$ cat config.mk
export PLATFORM = sky130hd
export DESIGN_NAME = latch_bank_ctrl
export DESIGN_NICKNAME = d
export VERILOG_FILES = /design/src/rtl/latch_bank_ctrl_pkg.sv /design/src/rtl/latch_bank_ctrl_rr_arb2.sv /design/src/rtl/latch_bank_ctrl.sv
export SDC_FILE = /design/constraint.sdc
export NUM_CORES = 1
export LEC_CHECK = 0
export BUFFER_PORTS_ARGS = -buffer_cell sky130_fd_sc_hd__buf_2
export CAP_MARGIN = 20
export CORE_ASPECT_RATIO = 0.75
export CORE_UTILIZATION = 40
export DETAILED_ROUTE_END_ITERATION = 7
export SYNTH_ARGS = -nofsm -noshare
export SYNTH_HDL_FRONTEND = slang
export SYNTH_SLANG_ARGS = --single-unit
$ cat constraint.sdc
create_clock -name clk -period 1.7 [get_ports clk]
set_input_delay 0.17 -clock clk [delete_from_list [all_inputs] [get_ports clk]]
set_output_delay 0.17 -clock clk [all_outputs]
set_load 0.005 [all_outputs]
$ cat src/rtl/latch_bank_ctrl_pkg.sv
// Shared definitions for the latch bank write controller: FSM state encoding,
// default phase lengths and the phase-counter sizing helper.
package latch_bank_ctrl_pkg;

   typedef enum logic [2:0] {
      ST_IDLE  = 3'd0,
      ST_SETUP = 3'd1,
      ST_OPEN  = 3'd2,
      ST_HOLD  = 3'd3,
      ST_ACK   = 3'd4
   } ctrl_state_e;

   localparam int DEF_OPEN_CYC  = 2;
   localparam int DEF_GUARD_CYC = 1;

   // The phase counter only ever counts up to (longest phase - 1).
   function automatic int phaseCntWidth(input int guardCyc, input int openCyc);
      int longest;
      longest = (guardCyc > openCyc) ? guardCyc : openCyc;
      return (longest > 1) ? $clog2(longest) : 1;
   endfunction

endpackage

$ cat src/rtl/latch_bank_ctrl_rr_arb2.sv
// Two-input round-robin arbiter; owns the last_grant register, which only
// moves when the controller is ready to accept a grant.
module rr_arb2
   import latch_bank_ctrl_pkg::*;
(
   input  logic clk,
   input  logic rst,
   input  logic req0_i,
   input  logic req1_i,
   input  logic grantEn_i,
   output logic gnt0_o,
   output logic gnt1_o
);

   logic lastGrant_q;

   // On a tie the requester that was not served last wins; reset favours 0.
   always_comb begin
      gnt0_o = req0_i & (~req1_i | lastGrant_q);
      gnt1_o = req1_i & (~req0_i | ~lastGrant_q);
   end

   always_ff @(posedge clk or posedge rst) begin
      if (rst) begin
         lastGrant_q <= 1'b1;
      end else if (grantEn_i && (gnt0_o || gnt1_o)) begin
         lastGrant_q <= gnt1_o;
      end
   end

endmodule

$ cat src/rtl/latch_bank_ctrl.sv
// Write controller for a D-latch storage bank: arbitrates two four-phase
// requesters and frames each one-hot enable pulse with setup/hold guard cycles.
module latch_bank_ctrl
   import latch_bank_ctrl_pkg::*;
#(
   parameter int WIDTH     = 8,
   parameter int DEPTH     = 4,
   parameter int ADDR_W    = 2,
   parameter int OPEN_CYC  = DEF_OPEN_CYC,
   parameter int GUARD_CYC = DEF_GUARD_CYC
) (
   input  logic              clk,
   input  logic              rst,
   input  logic              req0,
   input  logic              req1,
   input  logic [ADDR_W-1:0] addr0,
   input  logic [ADDR_W-1:0] addr1,
   input  logic [WIDTH-1:0]  data0,
   input  logic [WIDTH-1:0]  data1,
   output logic              ack0,
   output logic              ack1,
   output logic [WIDTH-1:0]  lat_D,
   output logic [DEPTH-1:0]  lat_En,
   output logic              busy,
   output logic              wr_err
);

   localparam int CNT_W = phaseCntWidth(GUARD_CYC, OPEN_CYC);
   localparam logic [CNT_W-1:0] GUARD_LAST = CNT_W'(GUARD_CYC - 1);
   localparam logic [CNT_W-1:0] OPEN_LAST  = CNT_W'(OPEN_CYC - 1);

   ctrl_state_e       state_q;
   logic [CNT_W-1:0]  phaseCnt_q;
   logic [ADDR_W-1:0] addr_q;
   logic              gntId_q;
   logic              err_q;
   logic              ack0_q;
   logic              ack1_q;
   logic              busy_q;
   logic              wrErr_q;
   logic [WIDTH-1:0]  latD_q;
   logic [DEPTH-1:0]  latEn_q;

   logic              gnt0;
   logic              gnt1;
   logic              grantEn;
   logic              grantedReq;
   logic [ADDR_W-1:0] addrSel_d;
   logic [WIDTH-1:0]  dataSel_d;
   logic [DEPTH-1:0]  latEn_d;
   logic              addrBad_d;

   assign grantEn    = (state_q == ST_IDLE);
   assign addrSel_d  = gnt1 ? addr1 : addr0;
   assign dataSel_d  = gnt1 ? data1 : data0;
   assign grantedReq = gntId_q ? req1 : req0;

   rr_arb2 uArb (
      .clk       (clk),
      .rst       (rst),
      .req0_i    (req0),
      .req1_i    (req1),
      .grantEn_i (grantEn),
      .gnt0_o    (gnt0),
      .gnt1_o    (gnt1)
   );

   // Addresses with no matching word decode to an all-zero enable.
   always_comb begin
      latEn_d = '0;
      for (int i = 0; i < DEPTH; i++) begin
         if (addr_q == ADDR_W'(i)) begin
            latEn_d[i] = 1'b1;
         end
      end
      addrBad_d = (latEn_d == '0);
   end

   always_ff @(posedge clk or posedge rst) begin
      if (rst) begin
         state_q    <= ST_IDLE;
         phaseCnt_q <= '0;
         addr_q     <= '0;
         gntId_q    <= 1'b0;
         err_q      <= 1'b0;
         ack0_q     <= 1'b0;
         ack1_q     <= 1'b0;
         busy_q     <= 1'b0;
         wrErr_q    <= 1'b0;
         latD_q     <= '0;
         latEn_q    <= '0;
      end else begin
         case (state_q)
            ST_IDLE: begin
               if (gnt0 || gnt1) begin
                  gntId_q    <= gnt1;
                  addr_q     <= addrSel_d;
                  latD_q     <= dataSel_d;
                  phaseCnt_q <= '0;
                  busy_q     <= 1'b1;
                  state_q    <= ST_SETUP;
               end
            end
            ST_SETUP: begin
               if (phaseCnt_q == GUARD_LAST) begin
                  phaseCnt_q <= '0;
                  latEn_q    <= latEn_d;
                  err_q      <= addrBad_d;
                  state_q    <= ST_OPEN;
               end else begin
                  phaseCnt_q <= phaseCnt_q + CNT_W'(1);
               end
            end
            ST_OPEN: begin
               if (phaseCnt_q == OPEN_LAST) begin
                  phaseCnt_q <= '0;
                  latEn_q    <= '0;
                  state_q    <= ST_HOLD;
               end else begin
                  phaseCnt_q <= phaseCnt_q + CNT_W'(1);
               end
            end
            ST_HOLD: begin
               if (phaseCnt_q == GUARD_LAST) begin
                  phaseCnt_q <= '0;
                  ack0_q     <= ~gntId_q;
                  ack1_q     <= gntId_q;
                  wrErr_q    <= err_q;
                  state_q    <= ST_ACK;
               end else begin
                  phaseCnt_q <= phaseCnt_q + CNT_W'(1);
               end
            end
            ST_ACK: begin
               if (!grantedReq) begin
                  ack0_q  <= 1'b0;
                  ack1_q  <= 1'b0;
                  wrErr_q <= 1'b0;
                  busy_q  <= 1'b0;
                  state_q <= ST_IDLE;
               end
            end
            default: begin
               phaseCnt_q <= '0;
               ack0_q     <= 1'b0;
               ack1_q     <= 1'b0;
               wrErr_q    <= 1'b0;
               latEn_q    <= '0;
               busy_q     <= 1'b0;
               state_q    <= ST_IDLE;
            end
         endcase
      end
   end

   assign ack0   = ack0_q;
   assign ack1   = ack1_q;
   assign lat_D  = latD_q;
   assign lat_En = latEn_q;
   assign busy   = busy_q;
   assign wr_err = wrErr_q;

endmodule

== Yosys cells after proc, flatten, opt, wreduce, memory -nomap -nowiden ==
Cells that the tools add are included.

* Word-level logic and storage cells: 83
* Output and inout port bits: 16
* Register bits after elaboration: 25
* Input bits: 24

* Reductions and logical operators: 16
* Equal/unequal tests: 12
* Mux-type cells: 29
* Bitwise gates (word level): 13
* Add/sub/neg operators: 1

{| class="wikitable"
|+ Operator list
! cell !! count
|-
| $mux W3 || 5
|-
| $pmux W3 S5 || 1
|-
| $mux W1 || 13
|-
| $pmux W1 S3 || 4
|-
| $pmux W4 S3 || 1
|-
| $ne A2 B2 Y1 const B || 5
|-
| $not A1 Y1 || 9
|-
| $reduce_and A3 Y1 || 3
|-
| $reduce_or A3 Y1 || 3
|-
| $mux W4 || 2
|-
| $mux W8 || 1
|-
| $eq A3 B2 Y1 const B || 2
|-
| $reduce_and A2 Y1 || 3
|-
| $reduce_and A5 Y1 || 1
|-
| $eq A2 B2 Y1 const B || 2
|-
| $logic_not A4 Y1 || 1
|-
| $pmux W1 S4 || 1
|-
| $eq A3 B1 Y1 const B || 1
|-
| $eq A3 B3 Y1 const B || 1
|-
| $logic_not A3 Y1 || 1
|-
| $and A1 B1 Y1 || 2
|-
| $eq A2 B1 Y1 const B || 1
|-
| $logic_not A2 Y1 || 1
|-
| $mux W2 || 1
|-
| 5 further kinds || 6
|}

== Depth between registers and ports, before layout ==
* Word-level depth: 6
* Mapped depth: 5
* Gate-level depth less buffers: 3

== By module ==
A second synthesis with hierarchy kept.

* Cell total of the unflattened synthesis: 100
* Area, all modules: 1,217.4 um^2

{| class="wikitable"
|+ Modules (own cells, without submodules)
! module !! times used !! area an instance (um^2) !! sequential area each (um^2) !! cells each
|-
| latch_bank_ctrl || 1 || 1,157.4 || 600.6 || 93
|-
| rr_arb2 || 1 || 60.1 || 26.3 || 7
|}

== Least setup slack after synthesis ==
OpenSTA, ideal clock, no wires.

* Kind: flip-flop to flip-flop
* From: register state_q[2]
* To: register addr_q[0]
* Stages on the path, launching flop included: 6
* Period minus slack after synthesis: 1.471 ns
* Setup time: 0.125 ns
* Data required time: 1.575 ns
* Buffers on the path: 2
* Slack: 0.229 ns
* Data arrival time: 1.346 ns
* Cell sequence: dfrtp_1 buf_6 nor3_2 and2b_4 buf_12 mux2_4

* Longest elaborated chain between the ends: 2

{| class="wikitable"
|+ RTL lines
! element !! RTL line !! RTL
|-
| from (decl) || latch_bank_ctrl.sv:32 || <nowiki>ctrl_state_e state_q;</nowiki>
|-
| from (signal assigned) || latch_bank_ctrl.sv:81 || <nowiki>state_q <= ST_IDLE;</nowiki>
|-
| from (signal assigned) || latch_bank_ctrl.sv:101 || <nowiki>state_q <= ST_SETUP;</nowiki>
|-
| from (signal assigned) || latch_bank_ctrl.sv:109 || <nowiki>state_q <= ST_OPEN;</nowiki>
|-
| $logic_not A3 Y1 || latch_bank_ctrl.sv:93 || <nowiki>case (state_q)</nowiki>
|-
| $reduce_and A2 Y1 (no source line) || -- ||
|-
| to (signal assigned) || latch_bank_ctrl.sv:97 || <nowiki>addr_q <= addrSel_d;</nowiki>
|-
| to (decl) || latch_bank_ctrl.sv:34 || <nowiki>logic [ADDR_W-1:0] addr_q;</nowiki>
|}

No other way between the ends.
A chain may end at the register's enable or synchronous reset.

== Final worst setup path ==
* From: register phaseCnt_q
* To: register latEn_q[2], in the netlist lat_En[2]

* Longest elaborated chain between the ends: 2
* Elaborated cells between the ends (all ways): 3
* Classes of those cells: eq/ne (2); reduce/logical (1)

{| class="wikitable"
|+ RTL lines
! element !! RTL line !! RTL
|-
| from (decl) || latch_bank_ctrl.sv:33 || <nowiki>logic [CNT_W-1:0] phaseCnt_q;</nowiki>
|-
| from (signal assigned) || latch_bank_ctrl.sv:111 || <nowiki>phaseCnt_q <= phaseCnt_q + CNT_W'(1);</nowiki>
|-
| from (signal assigned) || latch_bank_ctrl.sv:120 || <nowiki>phaseCnt_q <= phaseCnt_q + CNT_W'(1);</nowiki>
|-
| from (signal assigned) || latch_bank_ctrl.sv:131 || <nowiki>phaseCnt_q <= phaseCnt_q + CNT_W'(1);</nowiki>
|-
| $ne A2 B2 Y1 (no source line) || -- ||
|-
| $reduce_and A3 Y1 (no source line) * || -- ||
|-
| to (signal assigned) || latch_bank_ctrl.sv:107 || <nowiki>latEn_q <= latEn_d;</nowiki>
|-
| to (decl) || latch_bank_ctrl.sv:42 || <nowiki>logic [DEPTH-1:0] latEn_q;</nowiki>
|}

Mark *: on every way between the ends. The rest lies on a longest branch, timed or not.

==> impl_metrics.yaml <==
run_status:
  status: "finished, final reports clean"
critical_path:
  worst-path-buf-inv: 0
  path_cells: "mux2_2 > a21oi_2 > mux2_2"
  critPathTopFamily: "multiplexers"
  crit_required_ns: 1.86
  critical-path-slowest-cell: "dfrtp_1"
  crit_path_start_kind: "flop"
  crit_top_cell: "mux2_2"
  worstPathMaxFanout: 8
  critPathArrivalTime_ns: 1.74
  max_stage_delay_ns: 0.46
  crit_type: "reg -> reg"
  endpoint_kind: "flop"
placement:
  gp_congestion: 0.843
  dp_hpwl_mm: 1.76
  numPortBuffers: 39
detailed_routing:
  dr.pass1.iters: 4
  ant_nets: 0
  route.detailed.drc: 0
  wl_per_cell_um: 13.6
  totalWireLength_mm: 2.44
  viasPerCell: 5.01
  dr.first_iter.drc_count: 28
  route.vias.total: 902
clock_network:
  clk_latency_ns: 0.27
  tritoncts: "yes"
  clkSlewWorstSetupHoldPaths_ns: 0.08
  postCtsSetupRepairBufs: 0
  clkSinkCount: 25
  htree_levels: 1
  cts_buffer_depth: 2
  cts_buffers: 3
  root_buffer: "clkbuf_8"
sta:
  finalSetupViolCount: 0
  finalSetupTns_ns: 0
  hold_viol_final: 0
  drv_slew: 0
  rsz0062_at_grt: "false"
  slew_headroom_pct: 79.0
  max_freq_ghz: 0.633
  fin_crit_ns: 1.58
  skew_ns: 0.00240
  min_period_over_period_pct: 93.0
  tightest_slew_ns: 0.315
power:
  p_per_area_nw_per_um2: 1730
  p_sw_mw: 0.922
  sequentialPowerShare_pct: 41.0
  comb_power_share_pct: 46.2
  swShare_pct: 33.9
  p_int_mw: 1.80
  p_clk_share_pct: 12.8
  vdd_drop_max_v: 0.000823
  leakage_nw: 0.793
layout:
  layout_commonest_cell: "buf_2"
  layout-drive-gt1-share_pct: 55.6
  finish.utilization_pct: 52.1
  nets: 167
  area.growth.synth_to_final_pct: 20.7
  mostFrequentLayoutCells: "buf_2 (39), dfrtp_1 (24), mux2_2 (17)"
  antennaDiodeCount: 0
yosys:
  synth.distinct_cells: 31
  synth_area_um2: 1300
  syn_nets: 123
  synth_seq_cells: 25
  postSynthCellCount: 99
  ys_warn_count: 0
  syn_avg_cell_area_um2: 13.2
  seq_area_frac_synth_pct: 48.1
hold_path:
  hp-class: "in -> reg"
floorplan:
  dieArea_um2: 3490
  start_util_pct: 43.1
  ios: 40
  rows: 17
  core-area_um2: 3020
  chipHeight_um: 51.4
  die_w_um: 67.9
global_routing:
  antenna_found_initial: 0
  grt_pass1_vias: 888
  grt_pass1_wl_mm: 4.00
  grt_usage_pct: 16.1
  overflow: 0
  grt_max_degree: 26
run:
  maxCapViolations: 0
==> metal layers <==
layer,track usage [%],up-vias,share of wire (%)
met1,20.7,435,50
met2,24.8,24,44
met4,6.25,0,1.6
met3,5.58,5,4.5
li1,-,438,-
met5,0,-,0
==> metrics by stage <==
stage	std cells	cell area [um^2]	hold WS (ns)	setup slack (ns)	power [mW]
4_1_cts	180	1570	0.0727	0.133	2.75
3_5_place_dp	175	1520	0.239	0.146	2.39
3_3_place_gp	175	1520	0.234	0.181	2.35
2_1_floorplan	99	1300	0.197	0.229	2.09
6_report	180	1570	0.0803	0.120	2.72
5_1_grt	180	1570	0.0709	0.0450	2.93
==> worst paths after layout <==
check,start,to,slack [ns],cells past startpoint
setup / recovery,phaseCnt_q,lat_En[2],0.12,3
hold / removal,req0,uArb.lastGrant_q,0.08,2
setup reg to reg,phaseCnt_q,lat_En[2],0.12,3
hold reg to reg,err_q,err_q,0.49,1
max in group asynchronous,rst,uArb.lastGrant_q,0.92,4
min in group asynchronous,rst,lat_D[3],0.49,4
==> sequential cells by signal, summed over array words and instances, names as in the netlist, 2 cells and up <==
| signal | count |
|---|---|
| lat_D | 8 |
| lat_En | 4 |
| state_q | 3 |
| addr_q | 2 |
==> cell families after synthesis <==
kind of cell	after synthesis	synth area share, %
multiplexers	29	28.2
flip-flops	25	48.1
AND/OR/NAND/NOR	25	11.8
AO/OA/AOI/OAI	11	5.86
buffers and inverters	8	5.28
XOR/XNOR	1	0.673
==> power groups by stage <==
stage | combinational [mW] | sequential, mW | clock, mW
global placement | 1.24 | 1.11 | 0
global route | 1.39 | 1.16 | 0.394
floorplan | 1.05 | 1.04 | 0
finish | 1.26 | 1.11 | 0.348
CTS | 1.27 | 1.12 | 0.363
detailed placement | 1.27 | 1.12 | 0
==> synth_stat cells <==
library cell	n	area (um^2)
buf_4	2	15.0
mux2_4	11	165
a31oi_1	1	6.26
dfstp_2	1	26.3
nor2b_1	2	12.5
o21a_1	1	7.51
or3b_1	1	8.76
nor3_2	1	10.0
and3_1	3	18.8
a2bb2oi_1	1	8.76
o21ai_0	2	10.0
a211oi_1	1	7.51
and2b_1	1	7.51
buf_12	1	20.0
a21oi_1	2	10.0
and4b_1	1	10.0
nand2_1	4	15.0
nor3b_1	3	22.5
nand3b_1	2	15.0
mux2_1	1	11.3
inv_1	3	11.3
a22o_2	1	10.0
nor2_1	5	18.8
mux2_2	17	191
and2b_4	1	10.0
buf_6	2	22.5
nor3_1	1	5.00
dfrtp_1	24	601
xnor2_1	1	8.76
a21oi_2	1	8.76
a21boi_1	1	7.51
==> layout make-up <==
cell class	count	area, um^2
Tap cell	38	47.5
Sequential cell	25	627
Fill cell	268	1450
Inverter	3	11.3
Timing Repair Buffer	44	235
Multi-Input combinational cell	66	607
Clock buffer	4	45.0
==> what timing repair did <==
| item | 4_1_cts | 5_1_grt |
|---|---|---|
| hold endpoints to repair | 24 | 0 |
| hold buffers | 1 | 0 |
| resized for setup | 0 | 0 |
(Power assumes the default switching activity.)
